$ cat src/rtl/cic_comb_chain_if.sv
// Sample stream bundle between the rate-down sampler and the CIC comb chain.
// The master drives clear and samples; the slave returns the comb output and overflow flags.
interface cic_comb_chain_if #(
    parameter int WIDTH = 16
);
    logic                    clr;
    logic                    in_valid;
    logic signed [WIDTH-1:0] in_data;
    logic                    out_valid;
    logic signed [WIDTH-1:0] out_data;
    logic                    ovf;
    logic                    ovf_sticky;

    modport master (
        output clr, in_valid, in_data,
        input  out_valid, out_data, ovf, ovf_sticky
    );

    modport slave (
        input  clr, in_valid, in_data,
        output out_valid, out_data, ovf, ovf_sticky
    );
endinterface

$ cat src/rtl/cic_comb_chain.sv
// Cascaded CIC comb stages y[n] = x[n] - x[n-M] over valid samples, one register per stage.
// Define COMB_SAT_EN to saturate overflowing stages instead of wrapping.
module cic_comb_chain #(
    parameter int WIDTH      = 16,
    parameter int N_STAGES   = 3,
    parameter int DIFF_DELAY = 1
) (
    input  logic            clk,
    input  logic            rstn,
    cic_comb_chain_if.slave bus
);
`ifdef COMB_SAT_EN
    localparam logic signed [WIDTH-1:0] SAT_MAX = {1'b0, {(WIDTH-1){1'b1}}};
    localparam logic signed [WIDTH-1:0] SAT_MIN = {1'b1, {(WIDTH-1){1'b0}}};
`endif

    // Index s is the input of stage s; index N_STAGES is the chain output.
    logic signed [WIDTH-1:0] w_stageData  [N_STAGES+1];
    logic                    w_stageValid [N_STAGES+1];
    logic                    w_stageOvf   [N_STAGES+1];
    logic                    r_ovfSticky;

    assign w_stageData[0]  = bus.in_data;
    assign w_stageValid[0] = bus.in_valid;
    assign w_stageOvf[0]   = 1'b0;

    for (genvar s = 0; s < N_STAGES; s++) begin : g_stage
        logic signed [WIDTH-1:0] r_delay [DIFF_DELAY];
        logic signed [WIDTH-1:0] r_data;
        logic                    r_valid;
        logic                    r_ovf;
        logic signed [WIDTH-1:0] w_tap;
        logic signed [WIDTH-1:0] w_diff;
        logic signed [WIDTH-1:0] w_result;
        logic                    w_wrap;

        assign w_tap  = r_delay[DIFF_DELAY-1];
        assign w_diff = w_stageData[s] - w_tap;
        assign w_wrap = (w_stageData[s][WIDTH-1] != w_tap[WIDTH-1]) &&
                        (w_diff[WIDTH-1] != w_stageData[s][WIDTH-1]);

`ifdef COMB_SAT_EN
        // The true result always carries the sign of x when wrapping occurs.
        assign w_result = w_wrap ? (w_stageData[s][WIDTH-1] ? SAT_MIN : SAT_MAX) : w_diff;
`else
        assign w_result = w_diff;
`endif

        always_ff @(posedge clk or negedge rstn) begin
            if (!rstn) begin
                for (int k = 0; k < DIFF_DELAY; k++) r_delay[k] <= '0;
                r_data  <= '0;
                r_valid <= 1'b0;
                r_ovf   <= 1'b0;
            end else if (bus.clr) begin
                for (int k = 0; k < DIFF_DELAY; k++) r_delay[k] <= '0;
                r_data  <= '0;
                r_valid <= 1'b0;
                r_ovf   <= 1'b0;
            end else if (w_stageValid[s]) begin
                // Delay line keeps the raw input so saturation never feeds back.
                r_delay[0] <= w_stageData[s];
                for (int k = 1; k < DIFF_DELAY; k++) r_delay[k] <= r_delay[k-1];
                r_data  <= w_result;
                r_valid <= 1'b1;
                r_ovf   <= w_stageOvf[s] | w_wrap;
            end else begin
                r_valid <= 1'b0;
            end
        end

        assign w_stageData[s+1]  = r_data;
        assign w_stageValid[s+1] = r_valid;
        assign w_stageOvf[s+1]   = r_ovf;
    end

    always_ff @(posedge clk or negedge rstn) begin
        if (!rstn) begin
            r_ovfSticky <= 1'b0;
        end else if (bus.clr) begin
            r_ovfSticky <= 1'b0;
        end else if (bus.out_valid && bus.ovf) begin
            r_ovfSticky <= 1'b1;
        end
    end

    assign bus.out_data   = w_stageData[N_STAGES];
    assign bus.out_valid  = w_stageValid[N_STAGES];
    assign bus.ovf        = w_stageValid[N_STAGES] & w_stageOvf[N_STAGES];
    assign bus.ovf_sticky = r_ovfSticky;
endmodule

$ cat src/flat_wrapper.sv
// flat-port wrapper written by rule: the top's interface ports become plain ports
module cic_comb_chain_flat 
#(
    parameter int WIDTH      = 16,
    parameter int N_STAGES   = 3,
    parameter int DIFF_DELAY = 1
)
  (clk, rstn, bus_clr, bus_in_valid, bus_in_data, bus_out_valid, bus_out_data, bus_ovf, bus_ovf_sticky);
  cic_comb_chain_if #(.WIDTH(WIDTH)) bus_i ();
  input  logic clk;
  input  logic rstn;
  input wire logic [$bits(bus_i.clr)-1:0] bus_clr;
  input wire logic [$bits(bus_i.in_valid)-1:0] bus_in_valid;
  input wire logic [$bits(bus_i.in_data)-1:0] bus_in_data;
  output wire logic [$bits(bus_i.out_valid)-1:0] bus_out_valid;
  output wire logic [$bits(bus_i.out_data)-1:0] bus_out_data;
  output wire logic [$bits(bus_i.ovf)-1:0] bus_ovf;
  output wire logic [$bits(bus_i.ovf_sticky)-1:0] bus_ovf_sticky;
  assign bus_i.clr = bus_clr;
  assign bus_i.in_valid = bus_in_valid;
  assign bus_i.in_data = bus_in_data;
  assign bus_out_valid = bus_i.out_valid;
  assign bus_out_data = bus_i.out_data;
  assign bus_ovf = bus_i.ovf;
  assign bus_ovf_sticky = bus_i.ovf_sticky;
  cic_comb_chain #(.WIDTH(WIDTH), .N_STAGES(N_STAGES), .DIFF_DELAY(DIFF_DELAY)) u_core (.clk(clk), .rstn(rstn), .bus(bus_i));
endmodule
$ cat config.mk
export PLATFORM = sky130hd
export DESIGN_NAME = cic_comb_chain_flat
export DESIGN_NICKNAME = d
export VERILOG_FILES = /design/src/rtl/cic_comb_chain_if.sv /design/src/rtl/cic_comb_chain.sv /design/src/flat_wrapper.sv
export SDC_FILE = /design/constraint.sdc
export NUM_CORES = 1
export LEC_CHECK = 0
export CAP_MARGIN = 20
export CORE_ASPECT_RATIO = 0.8
export CORE_MARGIN = 4
export CORE_UTILIZATION = 37
export DETAILED_ROUTE_END_ITERATION = 7
export HOLD_SLACK_MARGIN = 0.05
export PLACE_DENSITY = 0.55
export RECOVER_POWER = 25
export SYNTH_ARGS = -nofsm -noshare
export SYNTH_HDL_FRONTEND = slang
export SYNTH_SLANG_ARGS = --single-unit
$ cat constraint.sdc
create_clock -name clk -period 2.8 [get_ports clk]
set_input_delay 0.56 -clock clk [delete_from_list [all_inputs] [get_ports clk]]
set_output_delay 0.56 -clock clk [all_outputs]
set_load 0.02 [all_outputs]
== After elaboration in Yosys (flattened, before gate mapping) ==
Cells that the tools add are included.

* Flip-flop bits (word level): 103
* Input bits: 20
* Output and inout port bits: 19

* Add/sub/neg operators: 3
* Eq/ne operators: 6
* Multiplexer cells: 26
* Bitwise logic cells: 3
* Reductions and logical operators: 8

{| class="wikitable"
|+ Operator list
! operator !! number
|-
| 16-bit two-way mux || 12
|-
| 16-bit subtractor || 3
|-
| 1-bit two-way mux || 14
|-
| 2-bit nonzero test || 4
|-
| 1-bit != test || 6
|-
| 1-bit logical AND || 4
|-
| 1-bit OR || 2
|-
| 1-bit AND || 1
|}

== Logic depth before layout (Yosys ltp) ==
* Depth in word-level cells: 6
* Depth in mapped cells: 10

== Worst setup path before layout ==
No wires, ideal clock.

* Path kind: in2reg
* From: input bus_in_data[0]
* To: register u_core.g_stage[0].r_data[14]
* Data arrival time: 2.374 ns
* Required time: 2.676 ns
* Path slack: 0.302 ns
* Stages on the path: 10
* Path buffers: 0
* Cells stage by stage: inv_1 -> ha_1 -> inv_1 -> fa_1 -> a21o_1 -> a221oi_2 -> o211ai_1 -> a311oi_2 -> nor3_1 -> a211o_1

* Longest elaborated chain between the ends: 3

{| class="wikitable"
|+ Ends and longest elaborated chain
! item !! line !! text
|-
| start: declaration || flat_wrapper.sv:14 || <nowiki>input wire logic [$bits(bus_i.in_data)-1:0] bus_in_data;</nowiki>
|-
| 16-bit subtractor || cic_comb_chain.sv:38 || <nowiki>assign w_diff = w_stageData[s] - w_tap;</nowiki>
|-
| 16-bit two-way mux || cic_comb_chain.sv:60 || <nowiki>end else if (w_stageValid[s]) begin</nowiki>
|-
| 16-bit two-way mux || cic_comb_chain.sv:55 || <nowiki>end else if (bus.clr) begin</nowiki>
|-
| end signal: assignment || cic_comb_chain.sv:64 || <nowiki>r_data <= w_result;</nowiki>
|-
| end: declaration || cic_comb_chain.sv:29 || <nowiki>logic signed [WIDTH-1:0] r_data;</nowiki>
|}

Every way passes these cells. The select of a mux whose other input is x is not followed.
A chain may end at the register's enable or synchronous reset.

== Worst setup path after layout ==
* From: input bus_in_data[4]
* To: register u_core.g_stage[0].r_data[14]

The elaborated chain is that of the path after synthesis.

==> results summary <==
Port buffering added 38 buffers. Summed over all layers, the global routing overflow is 0. The number of nets in the synthesized netlist is 762. The time the worst path needs with I/O delays and setup is about 2.6 ns. The number of antenna cells inserted is 0. The required time of the critical path came out at between 3 and 4 ns. Synthesis instantiated 68 different standard cells from the library.

The number of remaining DRC errors is 0. The number of optimization iterations in the first detailed-route pass came out at 4. The core region is roughly 17000 um^2. The number of H-tree levels is 3.

The most used flip-flop cell after synthesis is sky130_fd_sc_hd__dfrtp_1. The clock sink count came out at a little over 100. The worst-case hold slack came out at between 0.4 and 0.5 ns. In this run the power spent charging and discharging nets is 1360 uW. The detailed-route via count came out at 5170. After synthesis, the cell types taking the most area are sky130_fd_sc_hd__dfrtp_1 (40%), sky130_fd_sc_hd__mux2i_1 (9.7%), sky130_fd_sc_hd__ha_1 (8.7%).

The tightest min-delay check is of the reg -> reg type. Yosys mapped a number of flops with a built-in enable equal to 0. The largest vdd supply drop came out at approximately 340 uV. The core utilization of the finished layout came out at 0.437. The width of the chip is approximately 160 um. The largest net degree at the start of global routing came out at 52.

In this run, synthesis produced a sequential element count of a little over 100. The share of the Yosys chip area taken by registers is 0.397. The share of the synthesized area in the top cell type came out at 0.397.

The clock insertion delay at the later pin of the skew report came out at roughly 0.35 ns. The number of I/O pins came out at 39. The net switching fraction of the power came out at 0.321. The routed length per instance is approximately 14 um. The synthesized area divided by synthesized cell count came out at roughly 9.4 um^2. The via count of the first global-routing pass is roughly 5000. Data arrives at the worst endpoint at between 2 and 3 ns. sky130_fd_sc_hd__dfrtp_1 is the most common cell in the netlist. The critical path capture point type is a flip-flop. In this run, the number of DRC markers left after iteration 0 of detailed routing was around 240. The standard-cell row count came out at 43.

Max-cap violations in this run came to 1. Detailed placement finished with a half-perimeter wire length of between 10000 and 15000 um. The maximum buffer depth of the clock tree is 2. The internal power contribution came out at between 2000 and 3000 uW. The synthesis-to-layout area growth is 16.3%. The maximum achievable frequency is ~380 MHz.

The commonest cells after synthesis are sky130_fd_sc_hd__dfrtp_1 (103), sky130_fd_sc_hd__nor2_1 (92), sky130_fd_sc_hd__mux2i_1 (63). The count of final setup violators came out at 0. Clock skew on the completed layout was measured at around 0.0058 ns. The post-route clock period utilization came out at 0.934. The static leakage is 0.00338 uW.

Setup repair after global routing left no endpoint under its margin. Along the worst path, the maximum fanout reaches 3. The number of buffers created by CTS came out at 9. For this run, the total global-route usage over all layers was measured as 0.146. TritonCTS built the clock tree. The first-pass GRT wire length is around 24000 um. The clock transition time at the flip-flop clock pins of the worst setup and hold paths came out at 0.07 ns. The number of vias per cell is about 5.3. Synthesis produced a netlist whose cell count is 694.

The remaining antenna violation count came out at 0. In the final layout, the share of cells above drive strength 1 is 0.0686. After synthesis, the share of flip-flops with an asynchronous set or reset is 1.00. The checks that failed: capacitance limit, slew limit. From bottom edge to top edge, the die measures 126 um. The number of warnings printed during yosys synthesis came out at 0. The synthesized design spends more area on one cell type than any other, namely sky130_fd_sc_hd__dfrtp_1.

The flow ran to the end, but the final reports show violations. The final number of max-transition violations is 35. The initial utilization of the core area, before any placement, comes to 0.376.

The initial antenna violation count is 0. The slack of the critical path is roughly 0.19 ns. The worst relative slew slack came out at -0.299.

The floorplan step defined a die boundary enclosing around 20000 um^2. The post-place setup slack is -0.327 ns. In this run the post-CTS setup repair buffer count came out at 0. The register share of total power came out at 0.391. By startpoint and endpoint, the worst setup path is classified as in -> reg. For this design the ratio of total power to cell area is ~560 nW/um^2. The measured slew at the worst slew-check pin is about 1.9 ns. The power share of the combinational group came out at 0.310. The final layout net count came out at between 800 and 900.

The worst setup path is launched from an input port. At the end of routability-driven placement, the weighted congestion stood at 0.819. The final number of hold-violating endpoints came out at 0. In this run the clock root is driven by a sky130_fd_sc_hd__clkbuf_16. The post-synthesis cell area came out at about 6500 um^2. Summed over all layers, the routed wires come to approximately 14000 um. The clock group share of total power came out at 0.298.
## power groups by stage
| stage | registers, uW | logic, uW | clock network, uW |
|---|---|---|---|
| 2_1_floorplan | 1690 | 925 | 0 |
| 3_3_place_gp | 1680 | 1270 | 0 |
| 3_5_place_dp | 1690 | 1300 | 0 |
| 4_1_cts | 1660 | 1310 | 1320 |
| 5_1_grt | 1670 | 1470 | 1370 |
| 6_report | 1660 | 1310 | 1260 |
## cell usage in the layout, fill, tap and decap left out, types with 9 or more instances in the layout
cell,n
sky130_fd_sc_hd__nand3b_1,13
sky130_fd_sc_hd__clkbuf_16,9
sky130_fd_sc_hd__o211ai_1,9
sky130_fd_sc_hd__o21ai_0,17
sky130_fd_sc_hd__a21o_1,17
sky130_fd_sc_hd__nor3_1,10
sky130_fd_sc_hd__ha_1,44
sky130_fd_sc_hd__xnor2_1,14
sky130_fd_sc_hd__inv_1,60
sky130_fd_sc_hd__o21a_1,11
sky130_fd_sc_hd__nor2_1,92
sky130_fd_sc_hd__dfrtp_1,103
sky130_fd_sc_hd__clkdlybuf4s50_1,33
sky130_fd_sc_hd__a21oi_1,46
sky130_fd_sc_hd__nand2_1,32
sky130_fd_sc_hd__nor2b_1,9
sky130_fd_sc_hd__nand3_1,10
sky130_fd_sc_hd__buf_4,25
sky130_fd_sc_hd__mux2i_1,63
## final timing paths
kind | startpoint | end | slack [ns] | cells past startpoint
min | u_core.bus.ovf_sticky | u_core.bus.ovf_sticky | 0.50 | 2
max | bus_in_data[4] | u_core.g_stage[0].r_data[14] | 0.19 | 9
min in group asynchronous | rstn | u_core.bus.out_data[9] | 0.74 | 1
max in group asynchronous | rstn | u_core.g_stage[1].r_delay[3] | 0.79 | 2
min reg2reg | u_core.bus.ovf_sticky | u_core.bus.ovf_sticky | 0.50 | 2
max reg2reg | u_core.g_stage[1].r_data[0] | u_core.bus.out_data[12] | 0.22 | 9
## registers in the layout, summed over array words and instances (netlist names)
signal	flops
u_core.g_stage.r_valid	2
u_core.g_stage.r_delay	48
u_core.g_stage.r_ovf	3
u_core.g_stage.r_data	32
u_core.bus.out_data	16
u_core.bus.out_valid	1
u_core.bus.ovf_sticky	1
## routing by layer
layer,part of all wire,global-route usage,up-vias
met2,0.44,0.224,75
li1,-,-,2544
met1,0.51,0.208,2542
met5,0,0,-
met4,0.0092,0.0306,0
met3,0.038,0.0375,9
## final cells by class
| type | instances | area, um^2 |
|---|---|---|
| clock buffers | 12 | 256 |
| clock inverters | 1 | 30.0 |
| fillers | 1708 | 9720 |
| inverters | 60 | 225 |
| multi-input cells | 504 | 3610 |
| flip-flops and latches | 103 | 2580 |
| well taps | 225 | 282 |
| repair buffers | 63 | 572 |
## stage by stage
step                      instance area [um^2]  total power, uW  setup TNS, ns  cells
after detailed placement                  7240             2990          -1.13    955
after CTS                                 7530             4280              0    968
after floorplan                           6490             2610              0    694
after global routing                      7550             4510              0    968
after global placement                    7240             2960         -0.793    955
final                                     7550             4240              0    968
## worst max-delay path, stage by stage
cell and delay, ns:
sky130_fd_sc_hd__clkdlybuf4s50_1 0.43, sky130_fd_sc_hd__ha_1 0.33, sky130_fd_sc_hd__buf_4 0.15, sky130_fd_sc_hd__and3_1 0.20
sky130_fd_sc_hd__a221oi_4 0.26, sky130_fd_sc_hd__o211ai_1 0.22, sky130_fd_sc_hd__a311oi_2 0.39, sky130_fd_sc_hd__nor3_2 0.08
sky130_fd_sc_hd__a211o_1 0.23
## cell families (layout without fill, tap and decap cells)
kind of cell | count (synthesis) | after routing | share of synthesized area
compound gates | 161 | 161 | 0.172
xor+xnor | 20 | 20 | 0.0270
fa+ha+maj | 48 | 48 | 0.0960
buf+inv | 87 | 136 | 0.0509
flops | 103 | 103 | 0.397
mux | 64 | 64 | 0.0988
simple gates | 211 | 211 | 0.158
## what timing repair did
action,4_1_cts,5_1_grt
setup endpoints to repair,0,2
hold buffers,0,0
resized for setup,0,6
(Power assumes the default switching activity.)
